### src/rtl/servant_timer_mc.sv
// servant_timer_mc: Wishbone timer with prescaler, one free-running counter
// and CHANNELS compare channels (one-shot or periodic) sharing one level IRQ.
module servant_timer_mc #(
    parameter int WIDTH      = 32,
    parameter int CHANNELS   = 2,
    parameter int PRESCALE_W = 16
) (
    input  logic        i_clk,
    input  logic        i_rst,
    input  logic [5:0]  i_wb_adr,
    input  logic [31:0] i_wb_dat,
    input  logic        i_wb_we,
    input  logic        i_wb_cyc,
    output logic        o_wb_ack,
    output logic [31:0] o_wb_dat,
    output logic        o_irq
);

    logic                  r_en;
    logic [PRESCALE_W-1:0] r_presc;
    logic [PRESCALE_W-1:0] r_pcnt;
    logic [WIDTH-1:0]      r_count;
    logic [CHANNELS-1:0]   r_pend;
    logic [CHANNELS-1:0]   r_irqen;
    logic [CHANNELS-1:0]   r_arm;
    logic [CHANNELS-1:0]   r_periodic;
    logic [WIDTH-1:0]      r_cmp    [CHANNELS];
    logic [WIDTH-1:0]      r_period [CHANNELS];
    logic                  r_ack;
    logic [31:0]           r_dat;
    logic                  r_irq;

    logic                  w_commit;
    logic                  w_wr;
    logic                  w_wrCtrl;
    logic                  w_wrPresc;
    logic                  w_wrCount;
    logic                  w_wrStatus;
    logic                  w_wrIrqen;
    logic                  w_tick;
    logic [WIDTH-1:0]      w_next;
    logic [CHANNELS-1:0]   w_chSel;
    logic [CHANNELS-1:0]   w_wrCmp;
    logic [CHANNELS-1:0]   w_wrPeriod;
    logic [CHANNELS-1:0]   w_wrCctrl;
    logic [CHANNELS-1:0]   w_match;
    logic [31:0]           w_rdData;
    logic                  w_unusedBits;

    // An access commits on the edge where ack rises, so a held cyc only
    // commits on alternate cycles.
    assign w_commit   = i_wb_cyc & ~r_ack;
    assign w_wr       = w_commit & i_wb_we;
    assign w_wrCtrl   = w_wr && (i_wb_adr == 6'd0);
    assign w_wrPresc  = w_wr && (i_wb_adr == 6'd1);
    assign w_wrCount  = w_wr && (i_wb_adr == 6'd2);
    assign w_wrStatus = w_wr && (i_wb_adr == 6'd3);
    assign w_wrIrqen  = w_wr && (i_wb_adr == 6'd4);

    assign w_tick = r_en && (r_pcnt == r_presc);
    assign w_next = r_count + WIDTH'(1);

    // Write data bits above the register widths are deliberately dropped.
    assign w_unusedBits = ^i_wb_dat;

    // Channel decode and match detection; a COUNT write suppresses matching.
    always_comb begin
        w_chSel    = '0;
        w_wrCmp    = '0;
        w_wrPeriod = '0;
        w_wrCctrl  = '0;
        w_match    = '0;
        for (int c = 0; c < CHANNELS; c++) begin
            w_chSel[c]    = (i_wb_adr[5:2] == 4'(c + 2));
            w_wrCmp[c]    = w_wr && w_chSel[c] && (i_wb_adr[1:0] == 2'd0);
            w_wrPeriod[c] = w_wr && w_chSel[c] && (i_wb_adr[1:0] == 2'd1);
            w_wrCctrl[c]  = w_wr && w_chSel[c] && (i_wb_adr[1:0] == 2'd2);
            w_match[c]    = w_tick && !w_wrCount && r_arm[c] && (w_next == r_cmp[c]);
        end
    end

    // Read multiplexer; unmapped addresses and unused bits read as zero.
    always_comb begin
        w_rdData = '0;
        case (i_wb_adr)
            6'd0:    w_rdData = {31'b0, r_en};
            6'd1:    w_rdData = 32'(r_presc);
            6'd2:    w_rdData = 32'(r_count);
            6'd3:    w_rdData = 32'(r_pend);
            6'd4:    w_rdData = 32'(r_irqen);
            default: ;
        endcase
        for (int c = 0; c < CHANNELS; c++) begin
            if (w_chSel[c]) begin
                case (i_wb_adr[1:0])
                    2'd0:    w_rdData = 32'(r_cmp[c]);
                    2'd1:    w_rdData = 32'(r_period[c]);
                    2'd2:    w_rdData = {30'b0, r_periodic[c], r_arm[c]};
                    default: ;
                endcase
            end
        end
    end

    // Global control registers written from the bus.
    always_ff @(posedge i_clk) begin
        if (i_rst) begin
            r_en    <= 1'b0;
            r_presc <= '0;
            r_irqen <= '0;
        end else begin
            if (w_wrCtrl)  r_en    <= i_wb_dat[0];
            if (w_wrPresc) r_presc <= i_wb_dat[PRESCALE_W-1:0];
            if (w_wrIrqen) r_irqen <= i_wb_dat[CHANNELS-1:0];
        end
    end

    // Prescaler and counter; a bus load of COUNT wins and restarts the prescaler.
    always_ff @(posedge i_clk) begin
        if (i_rst) begin
            r_pcnt  <= '0;
            r_count <= '0;
        end else if (w_wrCount) begin
            r_pcnt  <= '0;
            r_count <= i_wb_dat[WIDTH-1:0];
        end else begin
            if (r_en)   r_pcnt  <= w_tick ? '0 : r_pcnt + PRESCALE_W'(1);
            if (w_tick) r_count <= w_next;
        end
    end

    // Per-channel compare state: bus writes beat reload/disarm, a match beats W1C.
    always_ff @(posedge i_clk) begin
        if (i_rst) begin
            r_arm      <= '0;
            r_periodic <= '0;
            r_pend     <= '0;
            for (int c = 0; c < CHANNELS; c++) begin
                r_cmp[c]    <= '0;
                r_period[c] <= '0;
            end
        end else begin
            for (int c = 0; c < CHANNELS; c++) begin
                if (w_wrCmp[c])
                    r_cmp[c] <= i_wb_dat[WIDTH-1:0];
                else if (w_match[c] && r_periodic[c])
                    r_cmp[c] <= r_cmp[c] + r_period[c];

                if (w_wrPeriod[c])
                    r_period[c] <= i_wb_dat[WIDTH-1:0];

                if (w_wrCctrl[c]) begin
                    r_arm[c]      <= i_wb_dat[0];
                    r_periodic[c] <= i_wb_dat[1];
                end else if (w_match[c] && !r_periodic[c]) begin
                    r_arm[c] <= 1'b0;
                end

                if (w_match[c])
                    r_pend[c] <= 1'b1;
                else if (w_wrStatus && i_wb_dat[c])
                    r_pend[c] <= 1'b0;
            end
        end
    end

    // Bus handshake, registered read data and registered interrupt.
    always_ff @(posedge i_clk) begin
        if (i_rst) begin
            r_ack <= 1'b0;
            r_dat <= '0;
            r_irq <= 1'b0;
        end else begin
            r_ack <= w_commit;
            if (w_commit) r_dat <= w_rdData;
            r_irq <= |(r_pend & r_irqen);
        end
    end

    assign o_wb_ack = r_ack;
    assign o_wb_dat = r_dat;
    assign o_irq    = r_irq;

endmodule

### config.mk
export PLATFORM = sky130hd
export DESIGN_NAME = servant_timer_mc
export DESIGN_NICKNAME = d
export VERILOG_FILES = /design/src/rtl/servant_timer_mc.sv
export SDC_FILE = /design/constraint.sdc
export NUM_CORES = 1
export LEC_CHECK = 0
export CELL_PAD_IN_SITES_DETAIL_PLACEMENT = 0
export CELL_PAD_IN_SITES_GLOBAL_PLACEMENT = 2
export CORE_ASPECT_RATIO = 2
export CORE_MARGIN = 1
export CORE_UTILIZATION = 39
export CTS_CLUSTER_DIAMETER = 40
export DETAILED_ROUTE_END_ITERATION = 10
export GPL_TIMING_DRIVEN = 0
export PLACE_DENSITY_LB_ADDON = 0.25
export SYNTH_ARGS = -nofsm -noshare
export SYNTH_HDL_FRONTEND = slang
export SYNTH_SLANG_ARGS = --single-unit
### constraint.sdc
create_clock -name i_clk -period 6.9 [get_ports i_clk]
set_input_delay 0.69 -clock i_clk [delete_from_list [all_inputs] [get_ports i_clk]]
set_output_delay 0.69 -clock i_clk [all_outputs]
set_load 0.03 [all_outputs]
# Yosys cells after proc, flatten, opt, wreduce, memory -nomap -nowiden
# Memory sizes are Yosys's and may differ from the RTL's.
# Index checks and enable logic that the tools add are counted.
[totals]
register_bits = 107
ramBits = 128
input_bits = 42
output_inout_bits = 34
word_cells = 122
mem_count = 2
[classes]
n_addsub = 4
n_eq_ne = 11
mux = 44
n_bitwise = 10
reduce_logical = 37
[mem_list]
columns = ["memory", "depth", "word_bits", "read_ports", "rd_clocked_by_memory_dff", "wr", "line", "source"]
rows = [
  ["r_cmp", 2, 32, 2, 0, 2, "27", "logic [WIDTH-1:0] r_cmp [CHANNELS];"],
  ["r_period", 2, 32, 2, 0, 2, "28", "logic [WIDTH-1:0] r_period [CHANNELS];"],
]
[op_table]
columns = ["operator", "count"]
rows = [
  ["$mux W32", 10],
  ["$pmux W32 S3", 2],
  ["$pmux W32 S5", 1],
  ["$add A32 B32 Y32", 2],
  ["$eq A32 B32 Y1", 2],
  ["$add A32 B1 Y32 const B", 1],
  ["$mux W1", 30],
  ["$logic_and A1 B1 Y1", 25],
  ["$add A16 B1 Y16 const B", 1],
  ["$eq A16 B16 Y1", 1],
  ["$mux W16", 1],
  ["$eq A6 B2 Y1 const B", 2],
  ["$reduce_bool A2 Y1", 5],
  ["$eq A4 B2 Y1 const B", 2],
  ["$eq A6 B1 Y1 const B", 1],
  ["$eq A6 B3 Y1 const B", 1],
  ["$logic_not A6 Y1", 1],
  ["$or A1 B1 Y1", 6],
  ["$reduce_or A2 Y1", 2],
  ["$logic_not A1 Y1", 3],
  ["$and A1 B1 Y1", 2],
  ["$and A2 B2 Y2", 1],
  ["$eq A2 B1 Y1 const B", 1],
  ["$eq A2 B2 Y1 const B", 1],
  ["2 further kinds", 2],
]

# Logic depth before layout (Yosys ltp)
[logic_depth]
depth_word = 14
mapped_depth = 15
mapped_depth_nobuf = 13

# Worst setup path after synthesis
# Ideal clock, no wire load.
[synth_path]
kind = "flip-flop to flip-flop"
from = "register r_count[1]"
to = "memory r_cmp[1][0], enable pin"
arrival_ps = 4682
required_ps = 6434
setup_slack_ps = 1752
stages_incl_launch_ff = 11
path_buffers = 1
cell_sequence = "dfxtp_1 -> ha_1 -> and2_1 -> nand3_4 -> or3_1 -> buf_2 -> and2_4 -> a2111o_1 -> nor4_1 -> nand4_1 -> o21ai_0"
[synth_rtl]
columns = ["item", "line", "source"]
rows = [
  ["start, declared", "22", "logic [WIDTH-1:0] r_count;"],
  ["start signal, assigned", "125", "r_count <= i_wb_dat[WIDTH-1:0];"],
  ["start signal, assigned", "128", "if (w_tick) r_count <= w_next;"],
  ["end, declared", "27", ""],
]

==> results.py <==
metrics = {
    "logic_synthesis": {
        "ys.warnings.count": 0,
        "ys_types": 85,
        "async_flop_share": 0,
        "syn_area_sq_mm": 0.0157,
        "synth_top_area_frac": 0.245,
        "seq_area_frac_synth": 0.381,
        "syn_inst": 1702,
        "syn_area_per_cell_sq_um": 9.22,
        "synth_top_cell_by_area": "edfxtp_1",
        "synth_edf_count": 128,
        "synth_seq_cells": 235,
        "syn_nets": 1810,
        "synthFlopType": "edfxtp_1",
        "synth_area_leaders": "edfxtp_1, dfxtp_1, xnor2_1",
    },
    "global_route": {
        "grt-ovfl-total": 0,
        "grt_usage": 0.313,
        "antenna_found_initial": 0,
        "grt_pass1_vias": 14300,
        "grt_pass1_wl_mm": 92.1,
        "grt_max_degree": 21,
    },
    "floorplanning": {
        "fp.coreArea_sq_mm": 0.0396,
        "die_h_um": 286,
        "rows": 103,
        "pin_count": 76,
        "die_w_um": 144,
        "start_util": 0.397,
        "die_area_sq_mm": 0.0411,
    },
    "placed_design": {
        "dp_cells": 2305,
        "dpl.hpwl_mm": 51.3,
        "io_buffers": 73,
        "place.gp.congestion": 0.988,
    },
    "cts": {
        "cts-resized-gates": 0,
        "cts_buffers": 34,
        "clock_latency_ps": 540,
        "clkSinkCount": 235,
        "clk_pin_slew_ps": 70,
        "cts_post_setup_buffers_inserted": 0,
        "cts_root_buffer": "clkbuf_16",
        "cts_max_level": 2,
        "cts_tree": "built",
        "hold_buffers": 0,
        "ctsLongestPathBuffers": 3,
    },
    "final_layout": {
        "multi_input_area_sq_mm": 0.00914,
        "fillers": 3993,
        "n_antenna_cell": 0,
        "area_delta_synth_final_pct": 17.2,
        "drive_gt1_frac": 0.0673,
        "seqCellArea_sq_mm": 0.00599,
        "nNetsFinal": 1924,
        "fin_cells": 2367,
        "final_common_cell": "nor2_1",
        "layout_common_cells": "nor2_1, nand2_1, edfxtp_1, xnor2_1, dfxtp_1",
    },
    "critical_path": {
        "arrival_ps": 5980,
        "cp_slowest_stage_delay_ps": 650,
        "critPathSlowestCell": "nor4_1",
        "cp_cell_sequence": "ha_1, clkbuf_1, xor2_1, xnor2_1, nand4_1, nor4_1, nand4_1, nor4_1, nand4_1, nor2_2, and2_1, buf_2, buf_2, a32o_1",
        "crit_path_end_kind": "flip-flop",
        "timing.critical_path.mode_cell": "nand4_1",
        "timing.critical_path.buf_inv": 3,
        "crit_type": "reg -> reg",
        "cp_max_fo": 10,
        "startpoint_type": "flip-flop",
        "cp.required_ps": 7320,
        "critPathTopFamily": "simple AND/OR/NAND/NOR gates",
    },
    "detailed_routing": {
        "drc": 0,
        "wirelength_mm": 63.8,
        "vias": 14100,
        "dr.first_iter.drc_count": 907,
        "viasPerCell": 5.95,
        "wl_per_cell_um": 26.9,
        "final_antenna_net_count": 0,
        "drtPass1Iterations": 5,
    },
    "timing": {
        "clock_skew_ps": 17.1,
        "worst_slew_pin_slew_ps": 1090,
        "max_freq_mhz": 180,
        "fin_crit_sh": 0.806,
        "rsz0062_at_grt": "no",
        "drv_slew": 0,
        "fin_crit_ps": 5560,
        "finalHoldViolCount": 0,
        "hold_slack_ps": 462,
        "setup_viol": 0,
        "max_slew_margin": 0.273,
    },
    "flow_run": {
        "drv_cap": 0,
    },
    "hold_path": {
        "hold_path.class": "reg -> reg",
    },
    "pwr": {
        "ir_drop_mv": 0.155,
        "power_leakage_nw": 6.88,
        "power_density_mw_per_mm2": 211,
    },
    "run_status": {
        "status": "finished clean",
    },
}
final timing paths:
kind | from | end | slack (ps) | cells after the start
setup / recovery | r_count[1]$_SDFFE_PP0P_ | r_cmp[1][29]$_DFFE_PP_ | 1340 | 14
hold reg to reg | o_wb_dat[1]$_SDFFE_PP0P_ | o_wb_dat[1]$_SDFFE_PP0P_ | 460 | 2
setup reg to reg | r_count[1]$_SDFFE_PP0P_ | r_cmp[1][29]$_DFFE_PP_ | 1340 | 14
hold / removal | o_wb_dat[1]$_SDFFE_PP0P_ | o_wb_dat[1]$_SDFFE_PP0P_ | 460 | 2
Yosys cell counts (13+ instances only):
cell type	number
nand4_1	33
o22ai_1	20
xor2_1	80
clkbuf_1	71
mux2i_1	69
nor2_1	145
ha_1	64
o21ai_0	56
and3_1	13
nand2_1	142
o21bai_1	14
dfxtp_1	107
nor4_1	23
a21oi_1	88
a22o_1	65
nor2b_1	13
a2111oi_0	19
buf_2	21
inv_1	40
nand3_1	36
xnor2_1	113
a211oi_1	56
a21o_1	23
edfxtp_1	128
and2_1	42
nor3_1	54
final cells by class:
| type | count | share of cell area |
|---|---|---|
| Inverter | 40 | 0.00816 |
| Timing Repair Buffer | 78 | 0.0449 |
| Clock inverter | 22 | 0.0126 |
| Sequential cell | 235 | 0.325 |
| Tap cell | 525 | 0.0357 |
| Clock buffer | 40 | 0.0503 |
| Multi-Input combinational cell | 1320 | 0.497 |
| Buffer | 107 | 0.0259 |
state kept, by name, summed over array words and instances, names as in the netlist:
signal and flops:
r_count 32, r_pcnt 16, r_period 64, r_pend 2
r_periodic 2, o_wb_ack 1, r_en 1, r_cmp 64
r_arm 2, r_presc 16, r_irqen 2, o_irq 1
o_wb_dat 32
per-layer routing:
metal / part of all wire / up-vias / wire length [um] / GRT usage
met3: 0.036 / 174 / 2270 / 0.0305
met5: 0 / - / 0 / 0
li1: - / 6540 / - / -
met4: 0.070 / 0 / 4470 / 0.204
met1: 0.34 / 6907 / 21700 / 0.304
met2: 0.55 / 451 / 35300 / 0.609
where the power goes:
part / internal [mW] / switching (mW) / leakage, nW
clock network: 1.06 / 0.750 / 0.565
registers: 1.52 / 0.0432 / 2.16
logic: 0.190 / 0.307 / 4.15
total: 2.77 / 1.10 / 6.88
metrics by stage:
stage / setup WS (ps) / utilization / setup TNS (ps) / power, mW / area (sq um)
2_1_floorplan: 1750 / - / 0 / 1.88 / 15700
3_3_place_gp: -2990 / 0.432 / -95290 / 2.07 / 17100
3_5_place_dp: 1480 / 0.436 / 0 / 2.08 / 17200
4_1_cts: 1520 / 0.465 / 0 / 3.89 / 18400
5_1_grt: 1350 / 0.465 / 0 / 3.97 / 18400
6_report: 1340 / 0.465 / 0 / 3.87 / 18400
worst register-to-register path, stage by stage (launching register included):
cell and delay, ps:
dfxtp_1 620, ha_1 360, clkbuf_1 420, xor2_1 300, xnor2_1 180, nand4_1 180
nor4_1 590, nand4_1 220, nor4_1 650, nand4_1 540, nor2_2 320, and2_1 170
buf_2 300, buf_2 390, a32o_1 210
kinds of logic after synthesis:
logic type                 synth area share
adders and majority gates            0.0536
DFF                                   0.381
muxes                                0.0461
and+or+nand+nor                       0.176
xor gates and xnor gates              0.111
buffers and inverters                0.0399
AOI/OAI and AO/OA                     0.192
No activity file was read; power rests on OpenSTA's default activity.
